<file path="src/rtl/vend_pkg.sv">
// vend_pkg: money type, coin values, beverage prices and the coin-bank
// state encoding shared by the vending-machine blocks.
package vend_pkg;

    // All amounts are cents on a 10-bit bus.
    typedef logic [9:0] money_t;

    // Coin values.
    localparam money_t NICKEL_C  = 10'd5;
    localparam money_t DIME_C    = 10'd10;
    localparam money_t QUARTER_C = 10'd25;
    localparam money_t DOLLAR_C  = 10'd100;

    // Beverage prices charged by the dispenser.
    localparam money_t COFFEE_C  = 10'd65;
    localparam money_t TEA_C     = 10'd55;
    localparam money_t COCOA_C   = 10'd80;
    localparam money_t SOUP_C    = 10'd95;

    // Coin bank sequencing.
    typedef enum logic {
        IDLE,
        PAYOUT
    } bank_state_t;

    // One-hot coin select, largest coin in the top bit.
    typedef struct packed {
        logic dollar;
        logic quarter;
        logic dime;
        logic nickel;
    } coin_sel_t;

endpackage

</file>
<file path="src/rtl/coin_bank_if.sv">
// coin_bank_if: coin, refund and dispenser handshake signals of the coin bank.
// The master side is the machine front panel / dispenser, the slave side is
// the coin bank itself.
interface coin_bank_if;
    import vend_pkg::*;

    logic   coin_nickel;
    logic   coin_dime;
    logic   coin_quarter;
    logic   coin_dollar;
    logic   refund;
    logic   bev_done;
    money_t change_in;

    money_t credit;
    logic   coin_reject;
    logic   eject_nickel;
    logic   eject_dime;
    logic   eject_quarter;
    logic   eject_dollar;
    logic   busy;

    modport master (
        output coin_nickel, coin_dime, coin_quarter, coin_dollar,
        output refund, bev_done, change_in,
        input  credit, coin_reject,
        input  eject_nickel, eject_dime, eject_quarter, eject_dollar, busy
    );

    modport slave (
        input  coin_nickel, coin_dime, coin_quarter, coin_dollar,
        input  refund, bev_done, change_in,
        output credit, coin_reject,
        output eject_nickel, eject_dime, eject_quarter, eject_dollar, busy
    );

endinterface

</file>
<file path="src/rtl/coin_picker.sv">
// coin_picker: combinational greedy coin choice for change payout.
// Build option COIN_DOLLAR_EN allows the dollar coin as the largest choice;
// without it quarters are the largest coin paid out.
module coin_picker
    import vend_pkg::*;
(
    input  money_t    remaining,
    output coin_sel_t sel,
    output money_t    value
);

    // Pick the largest coin that still fits into the remaining amount.
    always_comb begin
        sel   = '0;
        value = '0;
`ifdef COIN_DOLLAR_EN
        if (remaining >= DOLLAR_C) begin
            sel.dollar = 1'b1;
            value      = DOLLAR_C;
        end else
`endif
        if (remaining >= QUARTER_C) begin
            sel.quarter = 1'b1;
            value       = QUARTER_C;
        end else if (remaining >= DIME_C) begin
            sel.dime = 1'b1;
            value    = DIME_C;
        end else if (remaining >= NICKEL_C) begin
            sel.nickel = 1'b1;
            value      = NICKEL_C;
        end
    end

endmodule

</file>
<file path="src/rtl/coin_bank.sv">
// coin_bank: accepts coins, holds credit for the dispenser and pays change or
// refunds back as spaced single-coin eject pulses.
// Build option COIN_DOLLAR_EN accepts the dollar coin and lets the payout use
// it; otherwise dollar coins are always rejected and eject_dollar stays low.
module coin_bank
    import vend_pkg::*;
#(
    parameter int MAX_CREDIT = 1000,
    parameter int PAYOUT_GAP = 4
)
(
    input  logic        clk,
    input  logic        rst,
    coin_bank_if.slave  bus
);

    localparam int              GAP_W    = $clog2(PAYOUT_GAP);
    localparam logic [GAP_W-1:0] GAP_LOAD = GAP_W'(PAYOUT_GAP - 1);
    localparam logic [10:0]     LIMIT    = 11'(MAX_CREDIT);
`ifdef COIN_DOLLAR_EN
    localparam bit DOLLAR_EN = 1'b1;
`else
    localparam bit DOLLAR_EN = 1'b0;
`endif

    bank_state_t      state, state_n;
    money_t           credit_q, credit_n;
    money_t           payout_q, payout_n;
    logic [GAP_W-1:0] gap_q, gap_n;
    logic             reject_q, reject_n;

    money_t           ins_val;
    logic             ins_hit;
    logic [2:0]       coin_count;
    logic             any_coin;
    logic             extra_coin;
    logic [10:0]      credit_sum;
    logic             over_limit;

    coin_sel_t        pick_sel;
    money_t           pick_val;
    logic             eject_slot;

    coin_picker picker (
        .remaining (payout_q),
        .sel       (pick_sel),
        .value     (pick_val)
    );

    // Decode the inserted coins: highest-priority acceptable coin, how many
    // pulses arrived, and whether accepting it would exceed the credit limit.
    always_comb begin
        ins_val = '0;
        ins_hit = 1'b0;
        if (bus.coin_dollar && DOLLAR_EN) begin
            ins_val = DOLLAR_C;
            ins_hit = 1'b1;
        end else if (bus.coin_quarter) begin
            ins_val = QUARTER_C;
            ins_hit = 1'b1;
        end else if (bus.coin_dime) begin
            ins_val = DIME_C;
            ins_hit = 1'b1;
        end else if (bus.coin_nickel) begin
            ins_val = NICKEL_C;
            ins_hit = 1'b1;
        end
        coin_count = {2'b00, bus.coin_nickel} + {2'b00, bus.coin_dime}
                   + {2'b00, bus.coin_quarter} + {2'b00, bus.coin_dollar};
        any_coin   = (coin_count != 3'd0);
        extra_coin = (coin_count > {2'b00, ins_hit});
        credit_sum = {1'b0, credit_q} + {1'b0, ins_val};
        over_limit = (credit_sum > LIMIT);
    end

    // Next-state logic: coin accounting and payout start in IDLE, greedy
    // ejection with a fixed gap in PAYOUT. The return to IDLE is taken on the
    // last gap cycle so the bank is free again right after the gap ends.
    always_comb begin
        state_n  = state;
        credit_n = credit_q;
        payout_n = payout_q;
        gap_n    = gap_q;
        reject_n = 1'b0;
        case (state)
            IDLE: begin
                gap_n = '0;
                if (bus.bev_done) begin
                    payout_n = bus.change_in;
                    credit_n = '0;
                    reject_n = any_coin;
                    if (bus.change_in >= NICKEL_C) begin
                        state_n = PAYOUT;
                    end
                end else if (bus.refund) begin
                    payout_n = credit_q;
                    credit_n = '0;
                    reject_n = any_coin;
                    if (credit_q >= NICKEL_C) begin
                        state_n = PAYOUT;
                    end
                end else begin
                    reject_n = extra_coin || (ins_hit && over_limit);
                    if (ins_hit && !over_limit) begin
                        credit_n = credit_sum[9:0];
                    end
                end
            end
            PAYOUT: begin
                reject_n = any_coin;
                if (gap_q == '0) begin
                    if (payout_q >= NICKEL_C) begin
                        payout_n = payout_q - pick_val;
                        gap_n    = GAP_LOAD;
                    end else begin
                        payout_n = '0;
                        state_n  = IDLE;
                    end
                end else begin
                    gap_n = gap_q - GAP_W'(1);
                    if ((gap_q == GAP_W'(1)) && (payout_q < NICKEL_C)) begin
                        payout_n = '0;
                        state_n  = IDLE;
                    end
                end
            end
            default: begin
                state_n  = IDLE;
                payout_n = '0;
                gap_n    = '0;
            end
        endcase
    end

    // State and datapath registers; reset abandons any payout in progress.
    always_ff @(posedge clk) begin
        if (rst) begin
            state    <= IDLE;
            credit_q <= '0;
            payout_q <= '0;
            gap_q    <= '0;
            reject_q <= 1'b0;
        end else begin
            state    <= state_n;
            credit_q <= credit_n;
            payout_q <= payout_n;
            gap_q    <= gap_n;
            reject_q <= reject_n;
        end
    end

    assign eject_slot        = (state == PAYOUT) && (gap_q == '0);
    assign bus.eject_nickel  = eject_slot & pick_sel.nickel;
    assign bus.eject_dime    = eject_slot & pick_sel.dime;
    assign bus.eject_quarter = eject_slot & pick_sel.quarter;
    assign bus.eject_dollar  = eject_slot & pick_sel.dollar;
    assign bus.credit        = credit_q;
    assign bus.coin_reject   = reject_q;
    assign bus.busy          = (state == PAYOUT);

endmodule
</file>
<file path="src/flat_wrapper.sv">
// flat-port wrapper written by rule: the top's interface ports become plain ports
module coin_bank_flat import vend_pkg::*;
#(
    parameter int MAX_CREDIT = 1000,
    parameter int PAYOUT_GAP = 4
)
  (clk, rst, bus_coin_nickel, bus_coin_dime, bus_coin_quarter, bus_coin_dollar, bus_refund, bus_bev_done, bus_change_in, bus_credit, bus_coin_reject, bus_eject_nickel, bus_eject_dime, bus_eject_quarter, bus_eject_dollar, bus_busy);
  coin_bank_if bus_i ();
  input  logic clk;
  input  logic rst;
  input wire logic [$bits(bus_i.coin_nickel)-1:0] bus_coin_nickel;
  input wire logic [$bits(bus_i.coin_dime)-1:0] bus_coin_dime;
  input wire logic [$bits(bus_i.coin_quarter)-1:0] bus_coin_quarter;
  input wire logic [$bits(bus_i.coin_dollar)-1:0] bus_coin_dollar;
  input wire logic [$bits(bus_i.refund)-1:0] bus_refund;
  input wire logic [$bits(bus_i.bev_done)-1:0] bus_bev_done;
  input wire logic [$bits(bus_i.change_in)-1:0] bus_change_in;
  output wire logic [$bits(bus_i.credit)-1:0] bus_credit;
  output wire logic [$bits(bus_i.coin_reject)-1:0] bus_coin_reject;
  output wire logic [$bits(bus_i.eject_nickel)-1:0] bus_eject_nickel;
  output wire logic [$bits(bus_i.eject_dime)-1:0] bus_eject_dime;
  output wire logic [$bits(bus_i.eject_quarter)-1:0] bus_eject_quarter;
  output wire logic [$bits(bus_i.eject_dollar)-1:0] bus_eject_dollar;
  output wire logic [$bits(bus_i.busy)-1:0] bus_busy;
  assign bus_i.coin_nickel = bus_coin_nickel;
  assign bus_i.coin_dime = bus_coin_dime;
  assign bus_i.coin_quarter = bus_coin_quarter;
  assign bus_i.coin_dollar = bus_coin_dollar;
  assign bus_i.refund = bus_refund;
  assign bus_i.bev_done = bus_bev_done;
  assign bus_i.change_in = bus_change_in;
  assign bus_credit = bus_i.credit;
  assign bus_coin_reject = bus_i.coin_reject;
  assign bus_eject_nickel = bus_i.eject_nickel;
  assign bus_eject_dime = bus_i.eject_dime;
  assign bus_eject_quarter = bus_i.eject_quarter;
  assign bus_eject_dollar = bus_i.eject_dollar;
  assign bus_busy = bus_i.busy;
  coin_bank #(.MAX_CREDIT(MAX_CREDIT), .PAYOUT_GAP(PAYOUT_GAP)) u_core (.clk(clk), .rst(rst), .bus(bus_i));
endmodule
</file>
<file path="config.mk">
export PLATFORM = sky130hd
export DESIGN_NAME = coin_bank_flat
export DESIGN_NICKNAME = d
export VERILOG_FILES = /design/src/rtl/vend_pkg.sv /design/src/rtl/coin_bank_if.sv /design/src/rtl/coin_picker.sv /design/src/rtl/coin_bank.sv /design/src/flat_wrapper.sv
export SDC_FILE = /design/constraint.sdc
export NUM_CORES = 1
export LEC_CHECK = 0
export ABC_AREA = 1
export CORE_MARGIN = 3
export CORE_UTILIZATION = 44
export CTS_CLUSTER_SIZE = 10
export DETAILED_ROUTE_END_ITERATION = 6
export PLACE_DENSITY = 0.7
export SLEW_MARGIN = 40
export SYNTH_ARGS = -nofsm -noshare
export SYNTH_HDL_FRONTEND = slang
export SYNTH_HIERARCHICAL = 1
export SYNTH_SLANG_ARGS = --single-unit
</file>
<file path="constraint.sdc">
create_clock -name clk -period 2.9 [get_ports clk]
set_input_delay 0.58 -clock clk [delete_from_list [all_inputs] [get_ports clk]]
set_output_delay 0.58 -clock clk [all_outputs]
set_load 0.05 [all_outputs]
</file>
==> out/metrics.csv, run 1 <==
metric,value,unit
finClkSkew,0.00332,ns
fillers,577,
report.final.slew_viol_count,0,
synth_area_per_cell,6.15,um^2
cts_tree,done,
yosysTopAreaCell,dfxtp_1,
async_flop_share,0,
reg2reg_to,u_core/payout_q[6],
initial_core_util,0.466,
ys.warnings.count,6,
synth_area_leaders,"dfxtp_1 (18%), nand2_1 (11%), ha_1 (11%)",
fp.dieH,83.3,um
setup_ws,0.257,ns
synthSimpleGateAreaFrac,0.343,
finalSetupTns,0,ns
leakage,1.63,nW
hold_viol,0,
stdcell_area,0.00330,mm^2
ys.flop_type,dfxtp_1,
status,"finished, final reports clean",
cts_root_buf,clkbuf_8,
htree_levels,1,
diodes,0,
reg2regPathDepth,17,
path_clk_slew,0.08,ns
setup_viol,0,
drt_first_pass_iters,4,
grt_pass1_wl,11400,um
regToRegStartpoint,u_core/payout_q[1],
synth_cells,427,
arrival,2.79,ns
finalNetCount,531,
crit_path_start_kind,input pin,
grt_pass1_vias,2627,
max_slew_margin,0.406,
synth_compound_area_frac,0.170,
crit_required,3.05,ns
dpl-instance-area,0.00316,mm^2
multi_input_area,0.00181,mm^2
place_congestion,0.868,
io_pins,34,
track_usage,0.190,
drt-total-wl,6630,um
synth-edff-count,0,
yosysUniqueCellTypes,44,
cts.sinks,24,
area_growth,25.8,%
synth_area,0.00263,mm^2
tightest_slew,0.887,ns
holdPathEnd,u_core/gap_q[1],
synth_top_area_share,0.183,
design.core.area,0.00564,mm^2
regArea,480,um^2
post-route-min-period,2.64,ns
grt_antenna_before_repair,0,
clock.fmax,378,MHz
port_buffers,32,
holdBufCountCts,0,
drive_gt1_frac,0.158,
grt_setup_unrepaired,false,
grt_max_degree,18,
drt_iter0_drc,105,
via_per_inst,4.95,
vias,2762,
pwr_density_cell,730,mW/mm^2
ys_seq_area_frac,0.183,
r2r_slack,0.38,ns
worstSetupPathType,input pin to flip-flop,
numCtsBuffers,3,
ys_seq_elements,24,
post-place-ws,-0.319,ns
hold_path.class,flip-flop to flip-flop,
row_count,27,
vdd_drop_max,0.361,mV
synth_top_family_by_area,simple AND/OR/NAND/NOR gates,
die-area,0.00693,mm^2
min_period_over_period,0.911,
dp_hpwl,5370,um
routedWlPerCell,11.9,um
synthXorXnorAreaFrac,0.0167,
min_from,u_core/gap_q[1],
whs_path_depth,2,
antenna_left,0,
synth_mux_area_frac,0,
clk_latency,0.26,ns
finalPower,2.41,mW
endpoint_kind,flip-flop,
yosys.area_share.adder,0.132,
utilization,0.586,
clock_path_buffers,2,
overflow,0,
maxCapViolCount,0,
die_width,83.3,um
worstPathMaxFanout,2,
drc,0,
## layer usage
layer,track usage,share of wire,vias to the layer above
li1,-,-,1478
met4,0.0550,0.015,0
met1,0.222,0.44,1225
met3,0.0169,0.028,8
met2,0.364,0.52,51
met5,0,0,-
## how the worst max path moves through the flow
stage                            start                      to  cells past startpoint
floorplan                bus_coin_dime    u_core/bus.credit[6]                     20
global placement       bus_coin_nickel    u_core/bus.credit[2]                     21
detailed placement     bus_coin_nickel    u_core/bus.credit[4]                     21
CTS                      bus_coin_dime    u_core/bus.credit[4]                     19
global route        u_core/payout_q[1]      u_core/payout_q[6]                     18
finish                 bus_coin_dollar  u_core/bus.coin_reject                     10
## cell usage after synthesis (3+ instances only)
master / instances
dfxtp_1: 24
ha_1: 23
fa_1: 3
nand2_1: 79
nor2_2: 6
nand4_1: 4
a31oi_1: 3
a21oi_1: 30
xnor2_1: 4
a211oi_1: 3
o21ai_0: 30
inv_1: 73
a21oi_2: 3
nand3_1: 23
nor2_1: 60
nand2_2: 9
buf_4: 10
nor3_1: 9
## per-stage QoR
stage | instances | hold WS [ns]
2_1_floorplan | 432 | 0.443
3_3_place_gp | 550 | 0.453
6_report | 558 | 0.490
3_5_place_dp | 550 | 0.479
5_1_grt | 558 | 0.498
4_1_cts | 557 | 0.492
## cell families (layout without fill, tap and decap cells)
family / Yosys count / after routing
adder cells (fa/ha/maj): 26 / 26
buffers and inverters: 91 / 144
XOR/XNOR: 5 / 5
AND/OR/NAND/NOR: 201 / 202
other: 1 / 6
flip-flops: 24 / 24
AO/OA/AOI/OAI: 79 / 79
## state kept, by name (all words and copies together), names as in the netlist
register / count
u_core/bus.coin_reject: 1
u_core/gap_q: 2
u_core/bus.busy: 1
u_core/payout_q: 10
u_core/bus.credit: 10
## final cells by class
class,count,area share
clock buffer,4,0.0167
inverter,75,0.0852
multi-input combinational,318,0.549
sequential,24,0.145
tap,72,0.0273
timing repair buffer,65,0.177
## cell usage in the layout, fill, tap and decap left out, drive strengths merged, types with 23 or more instances in the layout
| master | n |
|---|---|
| nand2 | 90 |
| inv | 74 |
| nor2 | 66 |
| buf | 33 |
| a21oi | 33 |
| o21ai | 30 |
| clkdlybuf4s50 | 27 |
| nand3 | 25 |
| dfxtp | 24 |
| ha | 23 |
## repair_timing
action                     CTS  global route
setup endpoints to repair    3            13
resized for setup            4            16
pin swaps                    2             7
buffers inserted             2             1
gates cloned                 1             0
## critical path: stages
cell             delay, ns
clkdlybuf4s50_1       0.45
inv_1                 0.04
fa_1                  0.47
inv_1                 0.04
ha_1                  0.28
inv_1                 0.04
ha_1                  0.25
or3b_2                0.43
a21oi_1               0.13
a21oi_1               0.07
## power breakdown
group          leakage, nW  switching (mW)  internal (mW)
registers            0.198           0.144          0.419
clock network       0.0288           0.102          0.121
logic                 1.41           0.987          0.640
total                 1.63            1.23           1.18
Power figures use the tool's default switching activity.
==> run 2: changes to the inputs <==
--- a/config.mk
+++ b/config.mk
@@ -8,8 +8,8 @@
 export ABC_AREA = 1
 export CORE_MARGIN = 3
-export CORE_UTILIZATION = 44
+export CORE_UTILIZATION = 51
 export CTS_CLUSTER_SIZE = 10
 export DETAILED_ROUTE_END_ITERATION = 6
-export PLACE_DENSITY = 0.7
+export PLACE_DENSITY = 0.79
 export SLEW_MARGIN = 40
 export SYNTH_ARGS = -nofsm -noshare
==> constraint.sdc (replaced) <==
create_clock -name clk -period 2.2 [get_ports clk]
set_input_delay 0.22 -clock clk [delete_from_list [all_inputs] [get_ports clk]]
set_output_delay 0.22 -clock clk [all_outputs]
set_load 0.05 [all_outputs]
==> run 2 against run 1 <==
  * The flow now finishes with violations (negative setup slack)
  * Die area decreased by 13%
  * Cell area up 35%
  * Count of clock-buffer cells in the layout did not move
  * Final cell count grew 13%
  * Sequential cell count unchanged
  * Register-to-register slack lost 0.62 ns
  * Worst setup slack got worse by 0.50 ns
==> out/metrics.csv, run 2 (synthesis gave the netlist of run 1 again) <==
metric,value,unit
finalNetCount,606,
drive_gt1_frac,0.463,
overflow,0,
dp_hpwl,6150,um
min_period_over_period,1.11,
port_buffers,32,
io_pins,34,
switching_power,2.80,mW
vdd_drop_max,0.894,mV
antenna_left,0,
grt_max_degree,18,
violations,negative setup slack,
cts_root_buf,clkbuf_8,
clock.fmax,410,MHz
die_width,77.8,um
drt_iter0_drc,477,
finalPower,5.59,mW
hold_viol,0,
clk_latency,0.26,ns
status,finished with violations,
p_sw_frac,0.500,
regArea,503,um^2
die-area,0.00605,mm^2
grt_pass1_vias,3323,
reg2reg_to,u_core/payout_q[6],
max_slew_margin,0.400,
multi_input_area,0.00234,mm^2
maxCapViolCount,0,
r2r_slack,-0.24,ns
report.final.slew_viol_count,0,
htree_levels,1,
worstPathMaxFanout,3,
cts_tree,done,
crit_required,2.40,ns
layout_common_cells,"buf_4 (96), inv_1 (57), nand2_1 (50), nor2_1 (45)",
place_congestion,0.920,
finClkSkew,0.00240,ns
worstSetupPathType,flip-flop to flip-flop,
pwr-share-comb,0.814,
initial_core_util,0.542,
routedWlPerCell,19.7,um
tightest_slew,0.896,ns
clock_path_buffers,2,
grt_setup_unrepaired,true,
sequentialPowerShare,0.133,
pwr_density_cell,1250,mW/mm^2
hold_path.class,flip-flop to flip-flop,
clock_power_share,0.053,
regToRegStartpoint,u_core/payout_q[1],
vias,3771,
crit_start,u_core/payout_q[1],
path_clk_slew,0.08,ns
setup_viol,20,
endpoint_kind,flip-flop,
final_common_cell,buf_4,
cp-endpoint,u_core/payout_q[6],
crit_path_start_kind,flip-flop,
fp.dieH,77.8,um
drt-total-wl,12400,um
fillers,188,
post-route-min-period,2.44,ns
arrival,2.64,ns
power.internal,2.79,mW
cts.sinks,24,
setup_ws,-0.238,ns
leakage,2.10,nW
drt_first_pass_iters,6,
utilization,0.922,
drc,0,
row_count,25,
design.core.area,0.00485,mm^2
via_per_inst,6.00,
reg2regPathDepth,17,
numCtsBuffers,3,
grt_pass1_wl,14900,um
diodes,0,
grt_antenna_before_repair,0,
track_usage,0.303,
area_growth,70.1,%
==> run 2: power groups by stage <==
stage	registers (mW)	logic, mW	clock network, mW
floorplan	0.805	1.52	0
global placement	0.708	2.56	0
detailed placement	0.712	2.64	0
CTS	0.718	3.25	0.299
global route	0.759	4.79	0.310
finish	0.744	4.55	0.297
==> run 2: how the worst min path moves through the flow <==
| stage | start | endpoint | depth (start not counted) |
|---|---|---|---|
| after detailed placement | u_core/gap_q[1] | u_core/gap_q[1] | 2 |
| after global placement | u_core/gap_q[1] | u_core/gap_q[1] | 2 |
| after global routing | u_core/gap_q[1] | u_core/gap_q[1] | 2 |
| after CTS | u_core/gap_q[1] | u_core/gap_q[1] | 2 |
| final | u_core/gap_q[0] | u_core/gap_q[0] | 1 |
| after floorplan | bus_refund | u_core/bus.credit[0] | 3 |
==> run 2: repair_timing <==
action,4_1_cts,5_1_grt
setup endpoints to repair,18,20
buffers inserted,25,16
pin swaps,35,62
hold buffers,0,0
gates resized for setup,69,106
cloned,1,0
==> run 2: critical path, cell delays in order (launching register included) <==
cell and delay (ns):
dfxtp_4 0.37, nor2_4 0.15, nor2_2 0.06, nor2_2 0.09, nand2_1 0.08, nand2_1 0.08, ha_2 0.20, inv_2 0.06
fa_2 0.38, nand3_4 0.09, nand2_4 0.07, nand2_4 0.10, nand2_4 0.06, a21oi_4 0.17, o21ai_2 0.08, a21oi_2 0.17
a211oi_2 0.05, nor2_1 0.10
==> run 2: routing by layer <==
layer,part of all wire,track usage
met1,0.34,0.309
met2,0.51,0.602
met3,0.072,0.0220
met4,0.075,0.158
met5,0,0
==> run 2: metrics by stage <==
stage / cell area, um^2 / setup TNS, ns / cells / worst slack [ns] / hold WS [ns]
global route: 4470 / -4.50 / 628 / -0.316 / 0.545
finish: 4470 / -2.81 / 628 / -0.238 / 0.505
floorplan: 2690 / -0.149 / 432 / -0.0316 / 0.391
detailed placement: 3480 / -8.38 / 584 / -0.752 / 0.465
global placement: 3480 / -6.98 / 584 / -0.647 / 0.451
CTS: 3910 / -0.312 / 614 / -0.143 / 0.482
==> run 2: layout make-up <==
type                            instances  share of cell area
Clock buffer                            4              0.0123
Inverter                               75              0.0669
Multi-Input combinational cell        318               0.523
Sequential cell                        24               0.113
Tap cell                               67              0.0188
Timing Repair Buffer                  140               0.267
